`src/rtl/vga_fb_arbiter.sv`:
```
`default_nettype none
// ============================================================================
// Module   : vga_fb_arbiter
// Brief    : Frame-buffer RAM port arbiter (display reads vs. result writes)
//            with vblank-aligned frame commit. Define FB_DOUBLE_BUFFER_EN for
//            two banks; otherwise a single bank written only during blanking.
// Revision : 1.0
// ============================================================================
module vga_fb_arbiter #(
    parameter int H_VISIBLE = 640,
    parameter int V_VISIBLE = 480,
    parameter int ADDR_W    = 19,
    parameter int DATA_W    = 12
) (
    input  logic              clk,
    input  logic              reset_n,
    input  logic              clk_en,
    input  logic              hblank,
    input  logic              vblank,
    input  logic              wr_valid,
    input  logic [ADDR_W-1:0] wr_addr,
    input  logic [DATA_W-1:0] wr_data,
    output logic              wr_ready,
    input  logic              commit_req,
    output logic              commit_ack,
    output logic              mem_en,
    output logic              mem_we,
    output logic [ADDR_W:0]   mem_addr,
    output logic [DATA_W-1:0] mem_wdata,
    input  logic [DATA_W-1:0] mem_rdata,
    output logic [DATA_W-1:0] pixel_data,
    output logic              pixel_valid,
    output logic              disp_bank,
    output logic [7:0]        frame_cnt,
    output logic              err_oob
);

    localparam logic [ADDR_W:0] c_PIXELS = (ADDR_W+1)'(H_VISIBLE * V_VISIBLE);

    typedef enum logic [1:0] {
        S_RUN  = 2'd0,
        S_WAIT = 2'd1,
        S_SWAP = 2'd2
    } state_t;

    state_t             r_state;
    logic               r_vblank_q;
    logic               r_disp_bank;
    logic               r_commit_ack;
    logic [7:0]         r_frame_cnt;
    logic [ADDR_W-1:0]  r_rd_addr;
    logic               r_mem_en;
    logic               r_mem_we;
    logic [ADDR_W:0]    r_mem_addr;
    logic [DATA_W-1:0]  r_mem_wdata;
    logic               r_pixel_valid;
    logic               r_err_oob;

    logic               w_disp_slot;
    logic               w_vb_rise;
    logic               w_wr_ready;
    logic               w_wr_fire;
    logic               w_wr_oob;
    logic               w_wr_bank;

`ifdef FB_DOUBLE_BUFFER_EN
    localparam logic c_BANK_TOGGLE = 1'b1;
    assign w_wr_ready = reset_n && (r_state == S_RUN) && !w_disp_slot;
    assign w_wr_bank  = ~r_disp_bank;
`else
    // Single bank: writes confined to blanking so the visible image never tears.
    localparam logic c_BANK_TOGGLE = 1'b0;
    assign w_wr_ready = reset_n && (r_state == S_RUN) && (hblank || vblank);
    assign w_wr_bank  = 1'b0;
`endif

    assign w_disp_slot = clk_en && !hblank && !vblank;
    assign w_vb_rise   = vblank && !r_vblank_q;
    assign w_wr_fire   = wr_valid && w_wr_ready;
    assign w_wr_oob    = ({1'b0, wr_addr} >= c_PIXELS);

    always_ff @(posedge clk) begin
        if (!reset_n) begin
            r_state      <= S_RUN;
            r_vblank_q   <= 1'b0;
            r_disp_bank  <= 1'b0;
            r_commit_ack <= 1'b0;
            r_frame_cnt  <= 8'd0;
        end else begin
            r_vblank_q   <= vblank;
            r_commit_ack <= 1'b0;
            case (r_state)
                S_RUN: begin
                    if (commit_req) begin
                        r_state <= S_WAIT;
                    end
                end
                S_WAIT: begin
                    // Bank flip lands on the first cycle of vertical blanking.
                    if (w_vb_rise) begin
                        r_state      <= S_SWAP;
                        r_commit_ack <= 1'b1;
                        r_disp_bank  <= r_disp_bank ^ c_BANK_TOGGLE;
                        r_frame_cnt  <= r_frame_cnt + 8'd1;
                    end
                end
                S_SWAP: begin
                    r_state <= S_RUN;
                end
                default: begin
                    r_state <= S_RUN;
                end
            endcase
        end
    end

    always_ff @(posedge clk) begin
        if (!reset_n) begin
            r_rd_addr     <= '0;
            r_mem_en      <= 1'b0;
            r_mem_we      <= 1'b0;
            r_mem_addr    <= '0;
            r_mem_wdata   <= '0;
            r_pixel_valid <= 1'b0;
            r_err_oob     <= 1'b0;
        end else begin
            r_pixel_valid <= r_mem_en && !r_mem_we;

            if (vblank) begin
                r_rd_addr <= '0;
            end else if (w_disp_slot) begin
                r_rd_addr <= r_rd_addr + ADDR_W'(1);
            end

            if (w_disp_slot) begin
                r_mem_en   <= 1'b1;
                r_mem_we   <= 1'b0;
                r_mem_addr <= {r_disp_bank, r_rd_addr};
            end else if (w_wr_fire && !w_wr_oob) begin
                r_mem_en    <= 1'b1;
                r_mem_we    <= 1'b1;
                r_mem_addr  <= {w_wr_bank, wr_addr};
                r_mem_wdata <= wr_data;
            end else begin
                r_mem_en <= 1'b0;
                r_mem_we <= 1'b0;
            end

            // Out-of-range writes still complete the handshake but never reach RAM.
            if (w_wr_fire && w_wr_oob) begin
                r_err_oob <= 1'b1;
            end
        end
    end

    assign wr_ready    = w_wr_ready;
    assign commit_ack  = r_commit_ack;
    assign mem_en      = r_mem_en;
    assign mem_we      = r_mem_we;
    assign mem_addr    = r_mem_addr;
    assign mem_wdata   = r_mem_wdata;
    assign pixel_data  = r_pixel_valid ? mem_rdata : '0;
    assign pixel_valid = r_pixel_valid;
    assign disp_bank   = r_disp_bank;
    assign frame_cnt   = r_frame_cnt;
    assign err_oob     = r_err_oob;

endmodule
`default_nettype wire

```
`config.mk`:
```
export PLATFORM = sky130hd
export DESIGN_NAME = vga_fb_arbiter
export DESIGN_NICKNAME = d
export VERILOG_FILES = /design/src/rtl/vga_fb_arbiter.sv
export SDC_FILE = /design/constraint.sdc
export NUM_CORES = 1
export LEC_CHECK = 0
export CORE_ASPECT_RATIO = 1.25
export CORE_UTILIZATION = 47
export DETAILED_ROUTE_END_ITERATION = 10
export PLACE_DENSITY = 0.85
export SKIP_CTS_REPAIR_TIMING = 1
export SYNTH_ARGS = -nofsm -noshare
export SYNTH_HDL_FRONTEND = slang
export SYNTH_SLANG_ARGS = --single-unit
```
`constraint.sdc`:
```
create_clock -name clk -period 6.2 [get_ports clk]
set_input_delay 1.24 -clock clk [delete_from_list [all_inputs] [get_ports clk]]
set_output_delay 1.24 -clock clk [all_outputs]
set_load 0.02 [all_outputs]
```
After elaboration in Yosys (flattened, before gate mapping)
Cells that the tools add are included.

Add/subtract/negate cells: 2. Equality and inequality tests: 3. $lt $le $gt $ge: 1. Mux-type cells: 9. Bitwise logic cells: 2. Reduce and logical (&&, ||, !) cells: 23.

Operators with widths (number): 2-to-1 mux 20 bit (2); adder 19 x 1 -> 19 bit, second input constant (1); greater-or-equal comparator 19 bit, second input constant (1); 2-to-1 mux 12 bit (1); logical AND 1 bit (9); adder 8 x 1 -> 8 bit, second input constant (1); AND reduction 2 bit (4); logical NOT 1 bit (5); 2-to-1 mux 2 bit (2); inequality test 2 bit, second input constant (2); one-hot mux 2 bit (2 select lines) (1); OR reduction 2 bit (2); 2-to-1 mux 1 bit (3); equality test 2 x 1 -> 1 bit, second input constant (1); logical NOT 2 bit (1); inverter 1 bit (2); nonzero test 2 bit (1); logical OR 1 bit (1).

Output and inout bits: 59. Word-level logic and storage cells: 51. Register bits: 67.

Depth between registers and ports, before layout
Depth after elaboration: 7. Mapped depth: 6.

Least setup slack after synthesis
No wires, ideal clock.

Path kind: input -> output. Start: input reset_n. End: output wr_ready. Arrival: 1833 ps. Slack: 3127 ps. Path buffers: 0. Stages: 2. Path through: nand2b_1 -> nor3_1.

Cells in the longest elaborated chain, start to end: 2.

Ends and longest elaborated chain: start: declaration (RTL line 16) `input logic reset_n,`; logical AND 1 bit (2 in series) (RTL line 73) `assign w_wr_ready = reset_n && (r_state == S_RUN) && (hblank || vblank);`; end: declaration (RTL line 23) `output logic wr_ready,`.

No other way between the ends.

Final worst setup path
Ends and elaborated chain as after synthesis.

==> results_dict.tcl <==
set metrics [dict create \
    status "finished with violations" \
    violations "design-rule violations" \
    root_buffer "clkbuf_8" \
    drt_first_iter_violations 151 \
    worstMarginPinSlew_ns 0.974 \
    setup_viol 0 \
    start_kind "primary input" \
    ctsHtreeMaxLevel 3 \
    die_area_sq_um 6330 \
    fin_crit_ns 4.36 \
    drive_above_1_share_pct 9.88 \
    seq_area_frac_synth_pct 46.8 \
    drc 12 \
    fillCellCount 480 \
    vias_per_cell 5.47 \
    synthToLayoutAreaGrowth_pct 44.6 \
    fp-row-count 31 \
    grtUsageTotal_pct 23.9 \
    grt_first_pass_wirelength_um 11600 \
    clk_pin_slew_worst_paths_ns 0.06 \
    hpwl_um 4840 \
    critical_path_required_ns 4.96 \
    synthArstFlopShare_pct 0 \
    design.core.area_sq_um 5780 \
    fp.dieW_um 71.3 \
    rsz0062_at_grt "false" \
    p_leak_nw 1.46 \
    yosys_warnings 0 \
    nets 452 \
    cts.path.max_buffers 2 \
    path_class "primary input to output port" \
    clock-sinks 66 \
    ys_ff_latch 66 \
    final_common_cell "clkdlybuf4s50_1" \
    port_buffers 106 \
    hold_class "flop to flop" \
    peakVddDrop_mv 0.137 \
    synth.distinct_cells 43 \
    period_share_pct 70.4 \
    whs_ns 0.446 \
    layout_common_cells "106 x clkdlybuf4s50_1, 66 x dfxtp_1, 24 x and2_1" \
    vias 2576 \
    path_max_fanout 48 \
    antenna_found_initial 0 \
    synthTopCellsByArea "dfxtp_1 47%, o221a_2 7.2%, and2_1 5.3%" \
    syn_area_sq_um 2830 \
    ys.flop_type "dfxtp_1" \
    first_pass_iters 8 \
    syn_inst 300 \
    place_congestion 0.790 \
    setup_tns_ns 0 \
    fin_skew_ns 0.00489 \
    ios 109 \
    synth.avg_cell_area_sq_um 9.42 \
    cp.arrival_ns 3.12 \
    finalWirelength_um 6970 \
    ant_nets 0 \
    critPathCaptureType "output port" \
    grt_overflow_total 0 \
    synth_top_cell_by_area "dfxtp_1" \
    clk_latency_ns 0.34 \
    fin_util_pct 70.7 \
    grt_max_degree 49 \
    start_util_pct 48.9 \
    max_freq_mhz 229 \
    wire_per_inst_um 14.8 \
    die_y_um 88.7 \
    synth-edff-count 0 \
    antenna_cells 0 \
    cap_violations 0 \
    synth_top_area_share_pct 46.8 \
    cts_tree "yes" \
    relSlewSlack_pct 34.6 \
    hold_viol 0 \
    p_per_area_nw_per_um2 224 \
    cts_made_buffers 9 \
    slew_violations 0 \
    grt_pass1_vias 2448 \
]
-- per-stage QoR --
stage	std cells	cell area (sq um)	power [mW]	worst slack (ns)
after floorplan	301	2830	0.522	3.13
after global placement	455	3900	0.595	1.89
after detailed placement	455	3900	0.597	1.84
after CTS	471	4090	0.922	1.84
after global routing	471	4090	0.957	1.67
final	471	4090	0.916	1.84
-- cells in the mapped netlist, drive strengths merged (2+ instances only) --
| master | count |
|---|---|
| or3 | 4 |
| nand4 | 8 |
| and2 | 24 |
| a21oi | 9 |
| nand2b | 3 |
| and4 | 2 |
| xor2 | 5 |
| o21a | 19 |
| and3 | 5 |
| o221a | 18 |
| nor2b | 3 |
| ha | 2 |
| o31ai | 4 |
| dfxtp | 66 |
| buf | 4 |
| nand3 | 18 |
| o21ai | 18 |
| nor3 | 2 |
| xnor2 | 11 |
| nor2 | 13 |
| nand2 | 20 |
| or4 | 4 |
| clkbuf | 18 |
| inv | 4 |
-- layout make-up --
cell class                 instances  area, sq um  area share, %
multi-input combinational        209         1390           34.1
sequential                        66         1320           32.3
timing repair buffer             110         1090           26.7
clock buffer                      14          173           4.23
tap                               66         82.6           2.02
inverter                           4         15.0          0.367
clock inverter                     2         10.0          0.245
-- per-layer routing --
metal | GRT usage, % | wire length [um] | vias to the layer above
li1 | - | - | 1287
met1 | 26.6 | 2890 | 1173
met2 | 42.3 | 3420 | 99
met3 | 5.58 | 460 | 17
met4 | 12.9 | 201 | 0
met5 | 0 | 0 | -
-- report_power, final --
| group | leakage, nW | switching (mW) | internal, mW | total, mW |
|---|---|---|---|---|
| Clock | 0.0965 | 0.152 | 0.177 | 0.329 |
| Combinational | 0.828 | 0.0610 | 0.0761 | 0.137 |
| Sequential | 0.537 | 0.0100 | 0.440 | 0.450 |
-- critical path, stage by stage --
cell             delay (ns)
clkdlybuf4s50_1        0.47
buf_4                  0.38
nand2b_1               0.19
nor3_1                 0.20
clkdlybuf4s50_1        0.62
-- final timing paths --
path                   start            to  slack, ns  cells after the start
setup / recovery     reset_n      wr_ready       1.84                      5
hold / removal        mem_en   pixel_valid       0.45                      2
setup reg to reg  r_state[1]  mem_wdata[1]       4.07                      6
hold reg to reg       mem_en   pixel_valid       0.45                      2
-- sequential cells by signal, indices dropped and copies added (netlist names), 2 cells and up --
signal,flops
r_state,2
frame_cnt,8
r_rd_addr,19
mem_addr,19
mem_wdata,12
-- logic make-up after synthesis --
family	after synthesis	synth area share (%)
AND/OR/NAND/NOR	113	22.5
AO/OA/AOI/OAI	74	20.0
flip-flops	66	46.8
buffers and inverters	26	4.03
XOR/XNOR	16	4.96
adder cells (fa/ha/maj)	2	0.886
multiplexers	2	0.753
other	1	0.133
Note: power is estimated with default switching activity, not from simulation.
